## config.mk

```make
export PLATFORM = sky130hd
export DESIGN_NAME = fir_stream_engine
export DESIGN_NICKNAME = d
export VERILOG_FILES = /design/src/rtl/fir_pkg.sv /design/src/rtl/fir_coef_ram.sv /design/src/rtl/fir_stream_engine.sv
export SDC_FILE = /design/constraint.sdc
export NUM_CORES = 2
export LEC_CHECK = 0
export ABC_CLOCK_PERIOD_IN_PS = 13800
export BUFFER_PORTS_ARGS = -buffer_cell sky130_fd_sc_hd__buf_4
export CAP_MARGIN = 0
export CORE_AREA = 2 2 301 303
export CTS_CLUSTER_SIZE = 14
export DETAILED_ROUTE_END_ITERATION = 8
export DIE_AREA = 0 0 303 305
export PLACE_DENSITY = 0.77
export RECOVER_POWER = 25
export SYNTH_ARGS = -nofsm -noshare
export SYNTH_HDL_FRONTEND = slang
export SYNTH_SLANG_ARGS = --single-unit
```

## constraint.sdc

```tcl
create_clock -name clk -period 13.8 [get_ports clk]
set_input_delay 1.38 -clock clk [delete_from_list [all_inputs] [get_ports clk]]
set_output_delay 1.38 -clock clk [all_outputs]
set_load 0.01 [all_outputs]
```

## src/rtl/fir_pkg.sv

```systemverilog
// fir_pkg
// Shared definitions for the FIR stream engine: default parameter values and
// the controller state encoding used by fir_stream_engine.
package fir_pkg;

  localparam int DEF_DATA_WIDTH = 32;
  localparam int DEF_TAP_NUM    = 11;
  localparam int DEF_LEN_WIDTH  = 10;

  // Controller states; one sample flows FETCH -> MAC -> OUT per loop.
  typedef enum logic [2:0] {
    S_IDLE  = 3'd0,
    S_FETCH = 3'd1,
    S_MAC   = 3'd2,
    S_OUT   = 3'd3,
    S_DONE  = 3'd4
  } fir_state_t;

endpackage

```

## src/rtl/fir_coef_ram.sv

```systemverilog
// fir_coef_ram
// TAP_NUM x DATA_WIDTH coefficient register file with one synchronous write
// port and one combinational read port. Cleared by reset.
// Ports:
//   clk, reset   clock and asynchronous active-low reset
//   we           write strobe (writes to addresses >= TAP_NUM are dropped)
//   waddr/wdata  write address and data
//   raddr/rdata  combinational read address and data
module fir_coef_ram
  import fir_pkg::*;
#(
  parameter int DATA_WIDTH = DEF_DATA_WIDTH,
  parameter int TAP_NUM    = DEF_TAP_NUM
) (
  input  logic                       clk,
  input  logic                       reset,
  input  logic                       we,
  input  logic [$clog2(TAP_NUM)-1:0] waddr,
  input  logic [DATA_WIDTH-1:0]      wdata,
  input  logic [$clog2(TAP_NUM)-1:0] raddr,
  output logic [DATA_WIDTH-1:0]      rdata
);

  logic [DATA_WIDTH-1:0] coef_q [TAP_NUM];
  logic [DATA_WIDTH-1:0] coef_d [TAP_NUM];

  // The address field can encode more entries than exist when TAP_NUM is
  // not a power of two, so out-of-range writes are filtered here.
  always_comb begin
    coef_d = coef_q;
    if (we && (int'(waddr) < TAP_NUM)) begin
      coef_d[waddr] = wdata;
    end
  end

  always_ff @(posedge clk or negedge reset) begin
    if (!reset) begin
      coef_q <= '{default: '0};
    end else begin
      coef_q <= coef_d;
    end
  end

  assign rdata = coef_q[raddr];

endmodule

```

## src/rtl/fir_stream_engine.sv

```systemverilog
// fir_stream_engine
// Pops signed samples from a first-word-fall-through FIFO, runs a TAP_NUM-tap
// FIR with one shared multiplier (one MAC per cycle) and emits each result on
// a valid/ready stream. Arithmetic wraps modulo 2^DATA_WIDTH.
// Ports:
//   clk, reset                 clock and asynchronous active-low reset
//   ap_start, data_length      job start pulse and sample count (IDLE only)
//   ap_idle, ap_done           idle status and one-cycle end-of-job pulse
//   coef_we/addr/wdata         coefficient write port (IDLE only)
//   fifo_empty, fifo_data      FIFO status and head word
//   fifo_r_ready               pop request (pop when high and FIFO not empty)
//   sm_tvalid/tready/tdata/tlast  output stream
module fir_stream_engine
  import fir_pkg::*;
#(
  parameter int DATA_WIDTH = DEF_DATA_WIDTH,
  parameter int TAP_NUM    = DEF_TAP_NUM,
  parameter int LEN_WIDTH  = DEF_LEN_WIDTH
) (
  input  logic                       clk,
  input  logic                       reset,
  input  logic                       ap_start,
  input  logic [LEN_WIDTH-1:0]       data_length,
  output logic                       ap_idle,
  output logic                       ap_done,
  input  logic                       coef_we,
  input  logic [$clog2(TAP_NUM)-1:0] coef_addr,
  input  logic [DATA_WIDTH-1:0]      coef_wdata,
  input  logic                       fifo_empty,
  input  logic [DATA_WIDTH-1:0]      fifo_data,
  output logic                       fifo_r_ready,
  output logic                       sm_tvalid,
  input  logic                       sm_tready,
  output logic [DATA_WIDTH-1:0]      sm_tdata,
  output logic                       sm_tlast
);

  localparam int              AW       = $clog2(TAP_NUM);
  localparam logic [AW-1:0]   LAST_TAP = AW'(TAP_NUM - 1);

  fir_state_t             state_q, state_d;
  logic [LEN_WIDTH-1:0]   len_q, len_d;
  logic [LEN_WIDTH-1:0]   count_q, count_d;
  logic [AW-1:0]          tap_q, tap_d;
  logic [DATA_WIDTH-1:0]  acc_q, acc_d;
  logic [DATA_WIDTH-1:0]  hist_q [TAP_NUM];
  logic [DATA_WIDTH-1:0]  hist_d [TAP_NUM];
  logic [DATA_WIDTH-1:0]  tdata_q, tdata_d;
  logic                   tlast_q, tlast_d;
  logic                   tvalid_q, tvalid_d;
  logic                   done_q, done_d;
  logic                   idle_q, idle_d;

  logic [DATA_WIDTH-1:0]  coef_rdata;
  logic [DATA_WIDTH-1:0]  product;
  logic [DATA_WIDTH-1:0]  mac_sum;

  // Coefficients may only change while idle so a running job sees a stable set.
  fir_coef_ram #(
    .DATA_WIDTH (DATA_WIDTH),
    .TAP_NUM    (TAP_NUM)
  ) u_coef_ram (
    .clk   (clk),
    .reset (reset),
    .we    (coef_we && (state_q == S_IDLE)),
    .waddr (coef_addr),
    .wdata (coef_wdata),
    .raddr (tap_q),
    .rdata (coef_rdata)
  );

  // Single shared multiplier; only the low DATA_WIDTH bits are kept, which is
  // the same for signed and unsigned operands.
  assign product = coef_rdata * hist_q[tap_q];
  assign mac_sum = acc_q + product;

  always_comb begin
    state_d      = state_q;
    len_d        = len_q;
    count_d      = count_q;
    tap_d        = tap_q;
    acc_d        = acc_q;
    hist_d       = hist_q;
    tdata_d      = tdata_q;
    tlast_d      = tlast_q;
    fifo_r_ready = 1'b0;

    case (state_q)
      S_IDLE: begin
        if (ap_start) begin
          len_d   = data_length;
          count_d = '0;
          hist_d  = '{default: '0};
          state_d = (data_length == '0) ? S_DONE : S_FETCH;
        end
      end
      S_FETCH: begin
        fifo_r_ready = !fifo_empty;
        if (!fifo_empty) begin
          for (int k = TAP_NUM - 1; k > 0; k--) begin
            hist_d[k] = hist_q[k-1];
          end
          hist_d[0] = fifo_data;
          acc_d     = '0;
          tap_d     = '0;
          state_d   = S_MAC;
        end
      end
      S_MAC: begin
        acc_d = mac_sum;
        if (tap_q == LAST_TAP) begin
          // Result and last flag are captured once here and held through OUT.
          tdata_d = mac_sum;
          tlast_d = (count_q == (len_q - LEN_WIDTH'(1)));
          state_d = S_OUT;
        end else begin
          tap_d = tap_q + AW'(1);
        end
      end
      S_OUT: begin
        if (sm_tready) begin
          count_d = count_q + LEN_WIDTH'(1);
          tlast_d = 1'b0;
          state_d = tlast_q ? S_DONE : S_FETCH;
        end
      end
      S_DONE: begin
        state_d = S_IDLE;
      end
      default: begin
        state_d = S_IDLE;
      end
    endcase

    // Status outputs are registered from the next state so they line up
    // exactly with the state they describe.
    idle_d   = (state_d == S_IDLE);
    done_d   = (state_d == S_DONE);
    tvalid_d = (state_d == S_OUT);
  end

  always_ff @(posedge clk or negedge reset) begin
    if (!reset) begin
      state_q  <= S_IDLE;
      len_q    <= '0;
      count_q  <= '0;
      tap_q    <= '0;
      acc_q    <= '0;
      hist_q   <= '{default: '0};
      tdata_q  <= '0;
      tlast_q  <= 1'b0;
      tvalid_q <= 1'b0;
      done_q   <= 1'b0;
      idle_q   <= 1'b1;
    end else begin
      state_q  <= state_d;
      len_q    <= len_d;
      count_q  <= count_d;
      tap_q    <= tap_d;
      acc_q    <= acc_d;
      hist_q   <= hist_d;
      tdata_q  <= tdata_d;
      tlast_q  <= tlast_d;
      tvalid_q <= tvalid_d;
      done_q   <= done_d;
      idle_q   <= idle_d;
    end
  end

  assign ap_idle   = idle_q;
  assign ap_done   = done_q;
  assign sm_tvalid = tvalid_q;
  assign sm_tdata  = tdata_q;
  assign sm_tlast  = tlast_q;

endmodule

```

==> summary.md <==
| Metric | Value |
|---|---|
| Global-route wire length before repair | 220,000 um |
| Total number of vias | 37,400 |
| Post-DRT Antenna Nets | 0 |
| Flop and latch count out of synthesis | 799 |
| Capturing element type of the critical path | flop |
| Number of buffers inserted to repair setup after CTS | 0 |
| Length of the first detailed-routing pass in iterations | 9 |
| First-iteration detailed-routing DRC count | 3,267 |
| Proportion of synthesized chip area in sequential cells | 0.376 |
| Setup skew after layout | 0.0398 ns |
| Number of placed I/O pins | 121 |
| Number of maximum-capacitance constraint violations | 4 |
| Total Neg Setup Slack | 0 ns |
| Number of antenna violations at the first check in global routing | 1 |
| Setup repair after global routing missed its margin | no |
| Family with the most delay on the worst path | adder cells |
| CP peak stage delay | 0.81 ns |
| Grt ovf | 0 |
| Share of final-layout standard cells stronger than drive strength 1 | 0.182 |
| Failing checks | design-rule violations, max-capacitance violations, max-slew violations |
| Setup violations, final | 0 |
| Crit Path Max Fanout | 30 |
| Cell with the most instances on the worst path | sky130_fd_sc_hd__fa_1 |
| Number of cell rows | 110 |
| Async set-reset flop share out of synthesis | 1.00 |
| Clock insertion delay at the later pin of the skew report | 0.66 ns |
| Buffer cell driving the clock tree root | sky130_fd_sc_hd__clkbuf_16 |
| Via count of the first global-routing pass | 38,600 |
| Mean instance size in the synthesized netlist | 10.4 um^2 |
| Clock tree buffer depth | 3 |
| Number of filler cells placed in the layout | 6,782 |
| Clock transition at path regs | 0.07 ns |
| Quantity of hold-fixing buffers added after cts | 0 |
| WP buf/inv | 7 |
| Most used flip-flop cell after synthesis | sky130_fd_sc_hd__dfrtp_1 |
| Final count of pins violating max slew | 490 |
| Clock tree from TritonCTS | built |
| Number of distinct library cells after synthesis | 83 |
| Period utilisation layout | 0.738 |
| Worst Path Class, Setup | reg -> reg |
| Global-route usage over all layers | 0.308 |
| Number of CTS-inserted buffers | 87 |
| Mean routed wirelength per cell | 21.8 um |
| Result of the run | complete, but fails checks |
| Number of hold-slack violations in the final timing report | 0 |
| Residual DRC count | 4 |
| Time the final worst path needs with I/O delays and setup | 10.19 ns |
| Post-DR vias/cell | 5.92 |
| Weighted congestion at the end of routability-driven global placement | 0.958 |
| Worst slew margin relative to its limit | -2.92 |
| Slew at the pin closest to its max-slew limit | 5.88 ns |
| Maximum achievable frequency | 0.0982 GHz |
| Synthesis warning total | 0 |
| Initial Utilization | 0.595 |
| Slowest-stage cell, CP | sky130_fd_sc_hd__a32oi_2 |
| Die boundary width | 303 um |
| Pre-CTS setup slack | 3.70 ns |
| Total wire length after detailed routing | 138,000 um |
| Kind of path behind the tightest hold check | reg -> reg |
| Max H-tree Level | 3 |
| Number of enable flip-flop cells after synthesis | 0 |
| Post-synthesis to final-layout area growth | 8.54% |
| Post-layout worst setup margin | 3.61 ns |
| Largest net degree at the start of global routing | 327 |
| Clock sinks | 799 |
| Post-Synthesis Cell Area | 53,100 um^2 |
| Number of port buffers | 120 |
| Data required time of the critical path | 14.30 ns |
| Cell area after layout | 57,700 um^2 |
| Height of the die | 305 um |
| Placement Cell Area | 54,800 um^2 |
| Arrival time worst endpoint | 10.68 ns |
| Net count of the mapped netlist | 5,778 |
| Placeable core region | 89,300 um^2 |
| Type of element launching the critical path | flop |
| Dpl hpwl | 91,400 um |
| Post-synthesis cell count | 5,128 |
| Cells resized by post-CTS repair | 0 |
| Die area | 92,400 um^2 |
| Net count of the finished layout | 5,723 |
## worst reg2reg max path, delay by kind of cell, from the launching register on
family / cells / cell delay (ns)
AOI/OAI and AO/OA: 11 / 2.69
xor gates and xnor gates: 1 / 0.18
adders and majority gates: 9 / 3.74
buffers and inverters: 7 / 1.48
DFF: 1 / 0.78
muxes: 1 / 0.64
and+or+nand+nor: 2 / 0.52
## synthesized netlist by cell type (42+ instances only)
master                     instances  share of area
sky130_fd_sc_hd__clkbuf_1        267          0.019
sky130_fd_sc_hd__dfrtp_1         798           0.38
sky130_fd_sc_hd__fa_1            438           0.16
sky130_fd_sc_hd__ha_1            128          0.030
sky130_fd_sc_hd__inv_1           546          0.039
sky130_fd_sc_hd__mux2_2          386          0.082
sky130_fd_sc_hd__mux2i_1          63          0.012
sky130_fd_sc_hd__mux4_2          115          0.049
sky130_fd_sc_hd__nand2_1         959          0.068
sky130_fd_sc_hd__nand2b_1         78         0.0092
sky130_fd_sc_hd__nor2_1          303          0.021
sky130_fd_sc_hd__o21ai_0         394          0.037
sky130_fd_sc_hd__or2_2            42         0.0049
sky130_fd_sc_hd__xnor2_1          78          0.013
## registers in the layout, summed over array words and instances (netlist names)
signal and flops:
sm_tdata 32, ap_done 1, u_coef_ram.coef_q 352, hist_q 352
ap_idle 1, count_q 10, sm_tvalid 1, tap_q 4
state_q 3, acc_q 32, len_q 10, sm_tlast 1
## cells by family after synthesis
| family | count (synthesis) | synth area share |
|---|---|---|
| buffers and inverters | 901 | 0.0692 |
| flip-flops | 799 | 0.376 |
| XOR/XNOR | 108 | 0.0189 |
| multiplexers | 569 | 0.144 |
| AO/OA/AOI/OAI | 660 | 0.0773 |
| AND/OR/NAND/NOR | 1525 | 0.120 |
| adder cells (fa/ha/maj) | 566 | 0.195 |
## metal layers
metal,vias to the layer above,global-route usage,share of wire
met3,360,0.0570,0.075
met2,1411,0.483,0.47
met4,0,0.127,0.045
li1,16500,-,-
met1,19100,0.424,0.41
met5,-,0,0
## area by class of cell
cell class | count | area, um^2 | share of cell area
multi-input combinational | 3428 | 29600 | 0.513
sequential | 799 | 20000 | 0.347
clock buffer | 125 | 2540 | 0.0441
inverter | 550 | 2060 | 0.0358
timing repair buffer | 207 | 1610 | 0.0279
tap | 1176 | 1470 | 0.0255
clock inverter | 31 | 393 | 0.00681
antenna | 2 | 5.00 | 0.0000868
## cells in the final DEF, fill, tap and decap left out, drive strengths merged, types with 25 or more instances in the layout
cell / count
o31ai: 25
dfrtp: 798
mux2i: 63
or2: 71
clkbuf: 131
xor2: 25
fa: 438
a221o: 26
nand2: 960
xnor2: 80
mux4: 116
ha: 128
inv: 551
a21oi: 37
buf: 201
mux2: 390
nand2b: 78
nor2: 304
o21ai: 418
nand3: 27
## final timing paths
check / end / startpoint / slack [ns] / cells after the start
hold / removal: sm_tdata[17] / sm_tdata[17] / 0.48 / 2
hold reg to reg: sm_tdata[17] / sm_tdata[17] / 0.48 / 2
min in group asynchronous: u_coef_ram.coef_q[166] / reset / 2.86 / 1
setup reg to reg: acc_q[30] / tap_q[0] / 3.61 / 31
setup / recovery: acc_q[30] / tap_q[0] / 3.61 / 31
max in group asynchronous: tap_q[0] / reset / 4.15 / 2
## per-stage QoR
step / cells / utilization / hold slack [ns]
2_1_floorplan: 5128 / - / 0.443
3_3_place_gp: 6160 / 0.614 / 0.457
3_5_place_dp: 6160 / 0.614 / 0.467
4_1_cts: 6316 / 0.646 / 0.483
5_1_grt: 6317 / 0.646 / 0.497
6_report: 6318 / 0.646 / 0.477
Power is not shown: default switching activity piles up to over one toggle a cycle in this logic, so the estimate is an artifact.
